===== src/rtl/carry_save_resolver.sv =====
// rtl/carry_save_resolver.sv - sequential carry-propagate resolver for two carry-save rows
// Optional early completion on zero upper operands: define CSR_EARLY_DONE_EN.
module carry_save_resolver #(
    parameter int WIDTH = 10,
    parameter int CHUNK = 2
) (
    input  logic             clk,
    input  logic             rst_n,
    input  logic             in_valid,
    output logic             in_ready,
    input  logic [WIDTH-1:0] r1,
    input  logic [WIDTH-1:0] r2,
    output logic             out_valid,
    input  logic             out_ready,
    output logic [WIDTH-1:0] sum,
    output logic             carry_out
);

    localparam int N     = WIDTH / CHUNK;
    localparam int IDX_W = (N > 1) ? $clog2(N) : 1;
    localparam logic [IDX_W-1:0] LAST_IDX = IDX_W'(N - 1);

    generate
        if (WIDTH % CHUNK != 0) begin : g_bad_chunk
            $error("carry_save_resolver: CHUNK must divide WIDTH");
        end
    endgenerate

    typedef enum logic [1:0] {
        S_IDLE,
        S_BUSY,
        S_DONE
    } state_t;

    state_t             r_state;
    logic [WIDTH-1:0]   r_op1;
    logic [WIDTH-1:0]   r_op2;
    logic [WIDTH-1:0]   r_sum;
    logic [IDX_W-1:0]   r_idx;
    logic               r_carry;
    logic               r_carry_out;
    logic               r_in_ready;
    logic               r_out_valid;

    logic [CHUNK:0]     w_chunk;
    logic [WIDTH-1:0]   w_op1_next;
    logic [WIDTH-1:0]   w_op2_next;
    logic               w_finish;

    // Operands shift right each cycle so the current chunk is always at the bottom.
    assign w_chunk    = {1'b0, r_op1[CHUNK-1:0]} + {1'b0, r_op2[CHUNK-1:0]}
                      + {{CHUNK{1'b0}}, r_carry};
    assign w_op1_next = r_op1 >> CHUNK;
    assign w_op2_next = r_op2 >> CHUNK;

`ifdef CSR_EARLY_DONE_EN
    logic w_early;
    assign w_early  = (w_op1_next == '0) && (w_op2_next == '0) && !w_chunk[CHUNK];
    assign w_finish = (r_idx == LAST_IDX) || w_early;
`else
    assign w_finish = (r_idx == LAST_IDX);
`endif

    always_ff @(posedge clk or negedge rst_n) begin
        if (!rst_n) begin
            r_state     <= S_IDLE;
            r_op1       <= '0;
            r_op2       <= '0;
            r_sum       <= '0;
            r_idx       <= '0;
            r_carry     <= 1'b0;
            r_carry_out <= 1'b0;
            r_in_ready  <= 1'b1;
            r_out_valid <= 1'b0;
        end else begin
            case (r_state)
                S_IDLE: begin
                    if (in_valid) begin
                        r_op1       <= r1;
                        r_op2       <= r2;
                        // Clearing sum here makes early completion need no masking.
                        r_sum       <= '0;
                        r_idx       <= '0;
                        r_carry     <= 1'b0;
                        r_carry_out <= 1'b0;
                        r_in_ready  <= 1'b0;
                        r_state     <= S_BUSY;
                    end
                end
                S_BUSY: begin
                    r_op1                        <= w_op1_next;
                    r_op2                        <= w_op2_next;
                    r_sum[r_idx*CHUNK +: CHUNK]  <= w_chunk[CHUNK-1:0];
                    r_carry                      <= w_chunk[CHUNK];
                    r_idx                        <= r_idx + 1'b1;
                    if (w_finish) begin
                        r_carry_out <= w_chunk[CHUNK];
                        r_out_valid <= 1'b1;
                        r_state     <= S_DONE;
                    end
                end
                S_DONE: begin
                    if (out_ready) begin
                        r_out_valid <= 1'b0;
                        r_in_ready  <= 1'b1;
                        r_state     <= S_IDLE;
                    end
                end
                default: begin
                    r_state     <= S_IDLE;
                    r_in_ready  <= 1'b1;
                    r_out_valid <= 1'b0;
                end
            endcase
        end
    end

    assign in_ready  = r_in_ready;
    assign out_valid = r_out_valid;
    assign sum       = r_sum;
    assign carry_out = r_carry_out;

endmodule


===== config.mk =====
export PLATFORM = sky130hd
export DESIGN_NAME = carry_save_resolver
export DESIGN_NICKNAME = d
export VERILOG_FILES = /design/src/rtl/carry_save_resolver.sv
export SDC_FILE = /design/constraint.sdc
export NUM_CORES = 1
export LEC_CHECK = 0
export BUFFER_PORTS_ARGS = -buffer_cell sky130_fd_sc_hd__clkbuf_2
export CORE_MARGIN = 2
export CORE_UTILIZATION = 35
export DETAILED_ROUTE_END_ITERATION = 7
export PLACE_DENSITY_LB_ADDON = 0.05
export SYNTH_ARGS = -nofsm -noshare
export SYNTH_HDL_FRONTEND = slang
export SYNTH_SLANG_ARGS = --single-unit
export TNS_END_PERCENT = 10

===== constraint.sdc =====
create_clock -name clk -period 2.5 [get_ports clk]
set_input_delay 0.5 -clock clk [delete_from_list [all_inputs] [get_ports clk]]
set_output_delay 0.5 -clock clk [all_outputs]
set_load 0.05 [all_outputs]

==> summary.txt, run 1 <==
Route
  – DR WL/cell: 13.3 um
  – Vias: around 1500
  – First drt pass iteration count: 4
  – DRC: 0
  – DR vias/cell: between 5 and 6
  – Drt first-iter violations: 73
  – ANT nets after route: 0
  – DRT Wirelength: 3920 um

Synth
  – Yosys warnings: 0
  – Cell area after synthesis: 1940 um2
  – Top FF cell, synth: dfrtp_1
  – Syn Area/Cell: between 10 and 15 um2
  – Cells after Synth: 184
  – Synth unique cells: 33
  – Syn_nets: 217
  – Number of flops mapped to enable cells by yosys: 0
  – Async set-reset flop share out of synthesis: 1.00
  – Sequential area share after synthesis: 0.505
  – Synth Register Bits: 39

Power
  – Total chip power: 2950 uW
  – Max VDD drop: 0.000388 V
  – Lkg Pwr: about 0.0011 uW
  – Power Density: 1300 nW/um2

CTS
  – Num CTS Buffers: 5
  – Clock transition at the registers of the reported paths: 70 ps
  – # resized after CTS: 0
  – Clk root buf: clkbuf_8
  – Sink Count: 39
  – Hold_buf cts: 0
  – CTS tree: yes
  – H-Tree Depth: 2
  – Bufs on Longest Clock Path: 2
  – # Post-CTS Setup Buffers: 0
  – Worst-Skew Late Latency: 280 ps

Global routing
  – Global routing usage on met2: 0.250
  – Grt ovf: 0
  – Gr busiest metal: met2
  – Vias in the first global route: around 1500
  – GRT Total Usage: 0.143
  – Met3 Resource Use GR: 0.0414
  – First-pass GRT wire length: 6870 um
  – Largest net degree at the start of global routing: slightly above 40
  – Initial antenna violation count: 0
  – Met1 Use GR: 0.171

Place
  – Worst slack, placed: just under 300 ps
  – Post-DP HPWL: 2940 um
  – Port Buffer Count: 36
  – Routability cong.: 0.791

Floorplan
  – IO Pins: 37
  – Die Wd: 78.4 um
  – Die footprint: 6140 um2
  – Die Ht: 78.4 um
  – Starting Density: 0.356
  – Core area: 5440 um2
  – Num rows: 27

Critical path
  – Critical path's largest stage delay: 530 ps
  – Crit path capture type: register
  – Crit path DAT: 2420 ps
  – Setup CP Type: register to register
  – Crit path cell chain: inv_1, ha_1, ha_1, nand2b_1, or4_4, o31ai_1
  – CP max FO: 11
  – Critical path's most frequent cell: ha_1
  – Worst EP required: between 2000 and 3000 ps
  – Slowest cell on crit path: dfrtp_1
  – Worst setup SP type: register

Worst hold path
  – Hold Crit Class: input pin to async pin

Run
  – Max-cap viol count: 0

Final layout
  – Ant diodes: 0
  – Layout cells sized above 1: 0.243
  – Most common cell after layout, fill and taps aside: dfrtp_1
  – Fillers: 539
  – Area grow syn2layout: 16.9%
  – Most frequent cells in the layout: dfrtp_1, clkbuf_2, nand2_1
  – Final nets: 254

Timing
  – Clock skew: 3.15 ps
  – Final min period: around 2200 ps
  – Fin worst setup slack: 275 ps
  – Final Slew Violations: 0
  – Fmax: ~0.45 GHz
  – Endpoints failing setup: 0
  – Period utilization: 0.890
  – Hold_ws: approximately 210 ps
  – Worst-Margin Slew: between 600 and 700 ps
  – Setup tns final: 0 ps
  – Final hold viol count: 0
  – Slew margin rel.: 0.568
  – Unrepaired setup endpoints after global routing: false

Run status
  – Status: complete, no violations
==> worst paths after layout <==
check                          from  endpoint  slack, ps  depth (start not counted)
max in group asynchronous     rst_n   r_carry       1730                          2
hold reg to reg            r_op1[5]  r_op1[5]        480                          2
setup / recovery           r_idx[0]    sum[5]        270                          6
hold / removal                rst_n    sum[7]        210                          1
setup reg to reg           r_idx[0]    sum[5]        270                          6
min in group clk              r2[8]  r_op2[8]        440                          2
==> layer usage <==
layer / vias up / routed length [um]
met5: - / 0
met4: 0 / 15
met3: 2 / 149
met2: 31 / 2040
met1: 737 / 1720
li1: 720 / -
==> report_power, final <==
part           internal, uW  leakage [uW]  total (uW)  switching [uW]
registers               884      0.000502        1080             194
logic                   527      0.000572        1470             946
clock network           198     0.0000395         398             200
==> per-stage QoR <==
stage | util | cell area, um2 | cells
floorplan | - | 1940 | 184
global placement | 0.401 | 2180 | 286
detailed placement | 0.401 | 2180 | 286
finish | 0.416 | 2260 | 294
CTS | 0.416 | 2260 | 294
global route | 0.416 | 2260 | 294
==> sequential cells by signal, indices dropped and copies added (netlist names) <==
| name | cells |
|---|---|
| r_op1 | 10 |
| r_op2 | 10 |
| sum | 10 |
| r_idx | 3 |
| r_state | 2 |
| carry_out | 1 |
| in_ready | 1 |
| out_valid | 1 |
| r_carry | 1 |
==> cell usage after synthesis (3+ instances only) <==
cell | n | share of area
dfrtp_1 | 38 | 0.49
o311ai_0 | 4 | 0.018
inv_1 | 8 | 0.016
o21ai_0 | 23 | 0.059
ha_1 | 7 | 0.045
clkbuf_1 | 4 | 0.0077
a22o_1 | 6 | 0.027
nand2_1 | 33 | 0.064
buf_2 | 3 | 0.0077
mux2i_1 | 20 | 0.10
nor2_1 | 4 | 0.0077
nor2b_1 | 3 | 0.0097
==> final cells by class <==
cell class / instances / area, um2 / area share
clock buffers: 8 / 80.1 / 0.0354
inverters: 8 / 30.0 / 0.0133
multi-input cells: 127 / 876 / 0.387
flip-flops and latches: 39 / 977 / 0.432
well taps: 72 / 90.1 / 0.0398
repair buffers: 40 / 210 / 0.0929
==> worst max-delay path, delay by kind of cell, from the launching register on <==
kind	cells	cell delay, ps
AO/OA/AOI/OAI	1	230
buffers and inverters	1	140
adder cells (fa/ha/maj)	2	620
AND/OR/NAND/NOR	2	610
flip-flops	1	530
==> kinds of logic after synthesis <==
family / after synthesis / synth area share
AOI/OAI and AO/OA: 42 / 0.134
adders and majority gates: 9 / 0.0659
buffers and inverters: 18 / 0.0465
DFF: 39 / 0.505
muxes: 20 / 0.103
and+or+nand+nor: 56 / 0.145
No activity file was read; power rests on OpenSTA's default activity.
==> run 2: changes to the inputs <==
Settings changed: ABC_AREA from default to 1, CORE_UTILIZATION 35 to 55, GPL_TIMING_DRIVEN from default to 0.
==> summary.txt, run 2 <==
Run status
  – Status: complete, no violations

Global routing
  – First-pass GRT wire length: 7470 um (+8.6%)
  – Vias in the first global route: 1652 (+9.8%)
  – Largest net degree at the start of global routing: 40 (-2.4%)
  – Grt ovf: 0 (unchanged)
  – Initial antenna violation count: 0 (unchanged)
  – GRT Total Usage: 0.232 (+0.0886)

Critical path
  – Setup CP Type: register to register
  – Slowest cell on crit path: dfrtp_1
  – Critical path's largest stage delay: 480 ps (-50 ps)
  – CP bufs+invs: 1 (unchanged)
  – Reg-to-reg endpoint: sum[8]
  – Top delay family on crit path: adder cells
  – Crit path capture type: register
  – Worst setup SP type: register
  – R2R Path Start: r_idx[0]
  – CP max FO: 7 (-4)
  – Worst EP required: 2680 ps (about the same)
  – Flop2flop setup slack: 600 ps (+320 ps)
  – Crit path DAT: 2090 ps (-330 ps)
  – Reg2Reg Depth: 8 (+2)
  – Crit path cell chain: inv_1, ha_1, ha_1, nand2_1, nor2_1, nand3_1, nand3_1, nand2_1

Route
  – DR vias/cell: 5.12 (+1.0%)
  – Post-Route M1 WL: 1940 um (+13%)
  – DRC: 0 (unchanged)
  – Vias: 1679 (+13%)
  – ANT nets after route: 0 (unchanged)
  – DR WL/cell: 12.9 um (-3.6%)
  – Max layer used: met4
  – DRT Wirelength: 4220 um (+7.5%)
  – First drt pass iteration count: 4 (unchanged)
  – Metal3 WL: 195 um (+31%)
  – Drt first-iter violations: 56 (-23%)
  – Met2 wire length: 2000 um (-2.1%)

Floorplan
  – Starting Density: 0.565 (+0.209)
  – Num rows: 22 (-19%)
  – Die Wd: 65.1 um (-17%)
  – Core area: 3630 um2 (-33%)
  – Die Ht: 65.1 um (-17%)
  – Die footprint: 4240 um2 (-31%)
  – IO Pins: 37 (unchanged)

Synth
  – Number of flops mapped to enable cells by yosys: 0 (unchanged)
  – Yosys top cell area share: 0.463 (-0.0278)
  – Synth Register Bits: 39 (unchanged)
  – Synth area leader: dfrtp_1
  – Synth unique cells: 27 (-18%)
  – Synth top area cells: dfrtp_1, nand2_1, inv_1
  – Syn_nets: 269 (+24%)
  – Sequential area share after synthesis: 0.476 (-0.0286)
  – Cell area after synthesis: 2050 um2 (+6.0%)
  – Cells after Synth: 236 (+28%)
  – Yosys warnings: 0 (unchanged)
  – Syn Area/Cell: 8.70 um2 (-17%)
  – Count leader, synth: nand2_1
  – Synth top cells by count: nand2_1, dfrtp_1, inv_1
  – Top FF cell, synth: dfrtp_1
  – Async set-reset flop share out of synthesis: 1.00 (unchanged)

Timing
  – Clock skew: 4.34 ps (+1.18 ps)
  – Fmax: 0.525 GHz (+17%)
  – Worst-Margin Slew: 953 ps (+307 ps)
  – Final hold viol count: 0 (unchanged)
  – Unrepaired setup endpoints after global routing: false
  – Setup tns final: 0 ps (unchanged)
  – Slew margin rel.: 0.364 (-0.204)
  – Period utilization: 0.761 (-0.129)
  – Hold_ws: 346 ps (+132 ps)
  – Endpoints failing setup: 0 (unchanged)
  – Final min period: 1900 ps (-322 ps)
  – Final Slew Violations: 0 (unchanged)

Final layout
  – FF/Latch Area: 977 um2 (unchanged)
  – Final non-filler cell total: 328 (+12%)
  – Layout cells sized above 1: 0.232 (-0.0111)
  – Area grow syn2layout: 15.7%
  – Final nets: 312 (+23%)
  – Ant diodes: 0 (unchanged)
  – Area of the multi-input gates: 872 um2 (-0.43%)
  – Fillers: 353 (-35%)
  – Most common cell after layout, fill and taps aside: nand2_1
  – Most frequent cells in the layout: nand2_1, dfrtp_1, clkbuf_2

CTS
  – Num CTS Buffers: 5 (unchanged)
  – Clock transition at the registers of the reported paths: 70 ps (about the same)
  – Worst-Skew Late Latency: 290 ps (about the same)
  – Clk root buf: clkbuf_8
  – Sink Count: 39 (unchanged)
  – Bufs on Longest Clock Path: 2 (unchanged)
  – # Post-CTS Setup Buffers: 0 (unchanged)
  – Hold_buf cts: 0 (unchanged)
  – # resized after CTS: 0 (unchanged)
  – H-Tree Depth: 2 (unchanged)
  – CTS tree: yes

Power
  – Max VDD drop: 0.000796 V (+110%)
  – P_sw: 1600 uW (+20%)
  – Gate power share: 0.562 (+0.063)
  – Reg power frac: 0.314 (-0.052)
  – Net Sw Frac: 0.482 (+0.0279)
  – Clk pwr share: 0.124 (-0.011)
  – Int Pwr: 1720 uW (+6.9%)
  – Power Density: 1400 nW/um2 (+7.4%)
  – Lkg Pwr: 0.00129 uW (+16%)

Place
  – Post-DP HPWL: 3100 um (+5.4%)
  – Placed cells: 320 (+12%)
  – Port Buffer Count: 36 (unchanged)
  – Routability cong.: 0.934 (+18%)

Run
  – Max-cap viol count: 0 (unchanged)

Worst hold path
  – Hold Crit Class: input pin to async pin
run 2: cell types whose count changed in the layout (fill, tap and decap cells not counted), sizes merged, moves of 3 or more:
cell    before  now
nor2b        3    0
nand3b       1    5
a22o         6    0
inv          8   35
o211ai       0   16
or4          3    0
buf          4    8
o311ai       4    0
mux2i       20    0
nand2       33   55
nand3        2   22
nor2         4   15
run 2: cell type report:
| cell class | instances | area share |
|---|---|---|
| Buffer | 9 | 0.0306 |
| Tap cell | 48 | 0.0253 |
| Timing Repair Buffer | 36 | 0.0759 |
| Multi-Input combinational cell | 153 | 0.367 |
| Clock inverter | 1 | 0.00211 |
| Clock buffer | 7 | 0.0321 |
| Inverter | 35 | 0.0553 |
| Sequential cell | 39 | 0.411 |
run 2: stage by stage:
stage               total power (uW)  instance area [um2]   util  setup WS [ps]
global route                    3640                 2370  0.654            433
global placement                2890                 2290  0.631            645
CTS                             3350                 2370  0.654            610
floorplan                       2490                 2050      -            796
finish                          3320                 2370  0.654            597
detailed placement              2930                 2290  0.631            635
run 2: layer usage:
layer  vias up  track usage
met5         -            0
li1        848            -
met1       777        0.292
met2        46        0.390
met4         0       0.0938
met3         8       0.0497
run 2: worst max-delay path by stage:
stage | from | endpoint | cells after the start
after floorplan | r_op1[0] | sum[9] | 8
after global placement | r_op1[0] | sum[3] | 8
after detailed placement | r_idx[0] | sum[9] | 8
after CTS | r_idx[0] | sum[9] | 8
after global routing | r_idx[0] | sum[8] | 8
final | r_idx[0] | sum[8] | 8
run 2: cells by family (layout without fill, tap and decap cells):
logic type                 count (synthesis)  after routing  synth area share
xor gates and xnor gates                   1              1           0.00427
adders and majority gates                  9              9            0.0622
AOI/OAI and AO/OA                         43             43             0.142
and+or+nand+nor                          100            100             0.216
buffers and inverters                     44             88            0.0993
DFF                                       39             39             0.476
run 2: power by group through the flow:
stage / Combinational, uW / Sequential (uW) / Clock, uW
floorplan: 1220 / 1270 / 0
global placement: 1850 / 1040 / 0
detailed placement: 1870 / 1050 / 0
CTS: 1880 / 1040 / 423
global route: 2120 / 1070 / 445
finish: 1870 / 1040 / 412
==> run 3: changes to the inputs <==
Clock period 2.5 ns to 2 ns, I/O delays scaled along.
==> summary.txt, run 3 (same netlist as run 2, synthesis figures left out) <==
Final layout
  – Final nets: 312 (unchanged)
  – Most common cell after layout, fill and taps aside: nand2_1
  – Final non-filler cell total: 328 (unchanged)
  – Design area: 2380 um2 (about the same)
  – Ant diodes: 0 (unchanged)
  – Most frequent cells in the layout: nand2_1, clkbuf_2, dfrtp_1
  – Fillers: 352 (-0.28%)
  – Area grow syn2layout: 15.7% (about the same)
  – Layout cells sized above 1: 0.236 (+0.00357)

Floorplan
  – Die Wd: 65.1 um (unchanged)
  – Die footprint: 4240 um2 (unchanged)
  – IO Pins: 37 (unchanged)
  – Die Ht: 65.1 um (unchanged)
  – Starting Density: 0.565 (unchanged)
  – Core area: 3630 um2 (unchanged)
  – Num rows: 22 (unchanged)

CTS
  – Sink Count: 39 (unchanged)
  – CTS tree: yes
  – Bufs on Longest Clock Path: 2 (unchanged)
  – Num CTS Buffers: 5 (unchanged)
  – Worst-Skew Late Latency: 290 ps (about the same)
  – Clock transition at the registers of the reported paths: 70 ps (about the same)
  – H-Tree Depth: 2 (unchanged)
  – Hold_buf cts: 0 (unchanged)
  – Clk root buf: clkbuf_8

Timing
  – Fmax: 0.536 GHz (+2.0%)
  – Slew margin rel.: 0.365 (about the same)
  – Fin worst setup slack: 134 ps (-463 ps)
  – Clock skew: 4.34 ps (+0.00122 ps)
  – Final min period: 1870 ps (-36.8 ps)
  – Unrepaired setup endpoints after global routing: false
  – Hold_ws: 246 ps (-100 ps)
  – Final hold viol count: 0 (unchanged)
  – Final Slew Violations: 0 (unchanged)
  – Worst-Margin Slew: 953 ps (-0.106 ps)
  – Endpoints failing setup: 0 (unchanged)
  – Period utilization: 0.933 (+0.172)
  – Setup tns final: 0 ps (unchanged)

Run status
  – Status: complete, no violations

Power
  – Lkg Pwr: 0.00129 uW (about the same)
  – Max VDD drop: 0.000996 V (+25%)
  – Power Density: 1750 nW/um2 (+25%)

Route
  – First drt pass iteration count: 4 (unchanged)
  – DRT Wirelength: 4220 um (unchanged)
  – DR vias/cell: 5.12 (about the same)
  – DR WL/cell: 12.9 um (unchanged)
  – ANT nets after route: 0 (unchanged)
  – DRC: 0 (unchanged)
  – Drt first-iter violations: 56 (unchanged)
  – Vias: 1680 (+0.060%)

Critical path
  – Crit path DAT: 2100 ps (about the same)
  – Crit path capture type: register
  – Reg2Reg Depth: 8 (unchanged)
  – CP max FO: 3 (-4)
  – Flop2flop setup slack: 130 ps (-460 ps)
  – Reg-to-reg endpoint: sum[3]
  – Worst setup startpoint: r_op1[0]
  – Worst setup SP type: register
  – Worst EP required: 2240 ps (-440 ps)
  – Setup CP Type: register to register
  – R2R Path Start: r_op1[0]

Global routing
  – Initial antenna violation count: 0 (unchanged)
  – GRT Total Usage: 0.232 (unchanged)
  – Grt ovf: 0 (unchanged)
  – Vias in the first global route: 1652 (unchanged)
  – First-pass GRT wire length: 7470 um (unchanged)
  – Largest net degree at the start of global routing: 40 (unchanged)

Place
  – Routability cong.: 0.934 (unchanged)
  – Port Buffer Count: 36 (unchanged)
  – Placed inst area: 2290 um2 (unchanged)
  – Placed cells: 320 (unchanged)
  – Post-DP HPWL: 3100 um (unchanged)
  – Worst slack, placed: 135 ps (-500 ps)

Run
  – Max-cap viol count: 0 (unchanged)

Worst hold path
  – Hold Crit Class: input pin to async pin
-- run 3: cell counts in the layout (fill, tap and decap cells not counted) --
No cell type changed its count.
-- run 3: worst max-delay path, stage by stage (launching register included) --
cell and delay [ps]:
dfrtp_1 400, fa_1 410, inv_1 70, fa_1 400
inv_1 110, nand3_1 130, nor2_1 140, nand3_1 90
nand2_1 70
-- run 3: where the power goes --
part           internal (uW)  leakage [uW]  switching, uW  total [uW]
Combinational            777      0.000754           1560        2330
Clock                    245     0.0000422            271         515
Sequential              1130      0.000491            175        1310
-- run 3: cell type report --
class                           instances  area [um2]  share of cell area
Tap cell                               48        60.1              0.0253
Buffer                                  9        72.6              0.0305
Clock buffer                            7        76.3              0.0321
Inverter                               35         131              0.0553
Clock inverter                          1        5.00             0.00211
Multi-Input combinational cell        153         872               0.367
Sequential cell                        39         978               0.412
Timing Repair Buffer                   36         180              0.0758
-- run 3: worst max path at each step --
stage,endpoint,slack [ps],depth (start not counted)
floorplan,sum[9],300,8
finish,sum[3],130,8
detailed placement,sum[9],140,8
global route,sum[3],10,8
CTS,sum[9],110,8
global placement,sum[3],150,8
-- run 3: layer usage --
layer	routed length, um	track usage	share of wire
met1	1940	0.292	0.46
met2	2000	0.390	0.47
met3	195	0.0497	0.046
met4	86	0.0938	0.020
met5	0	0	0
-- run 3: stage by stage --
step                      power [uW]   util
after floorplan                 3110      -
after global placement          3620  0.631
after detailed placement        3660  0.631
after CTS                       4180  0.654
after global routing            4550  0.654
final                           4150  0.654
-- run 3: repair_timing --
item,in CTS,in global routing
setup buffers,0,0
gates resized for setup,0,1
endpoints found under the setup margin,0,6
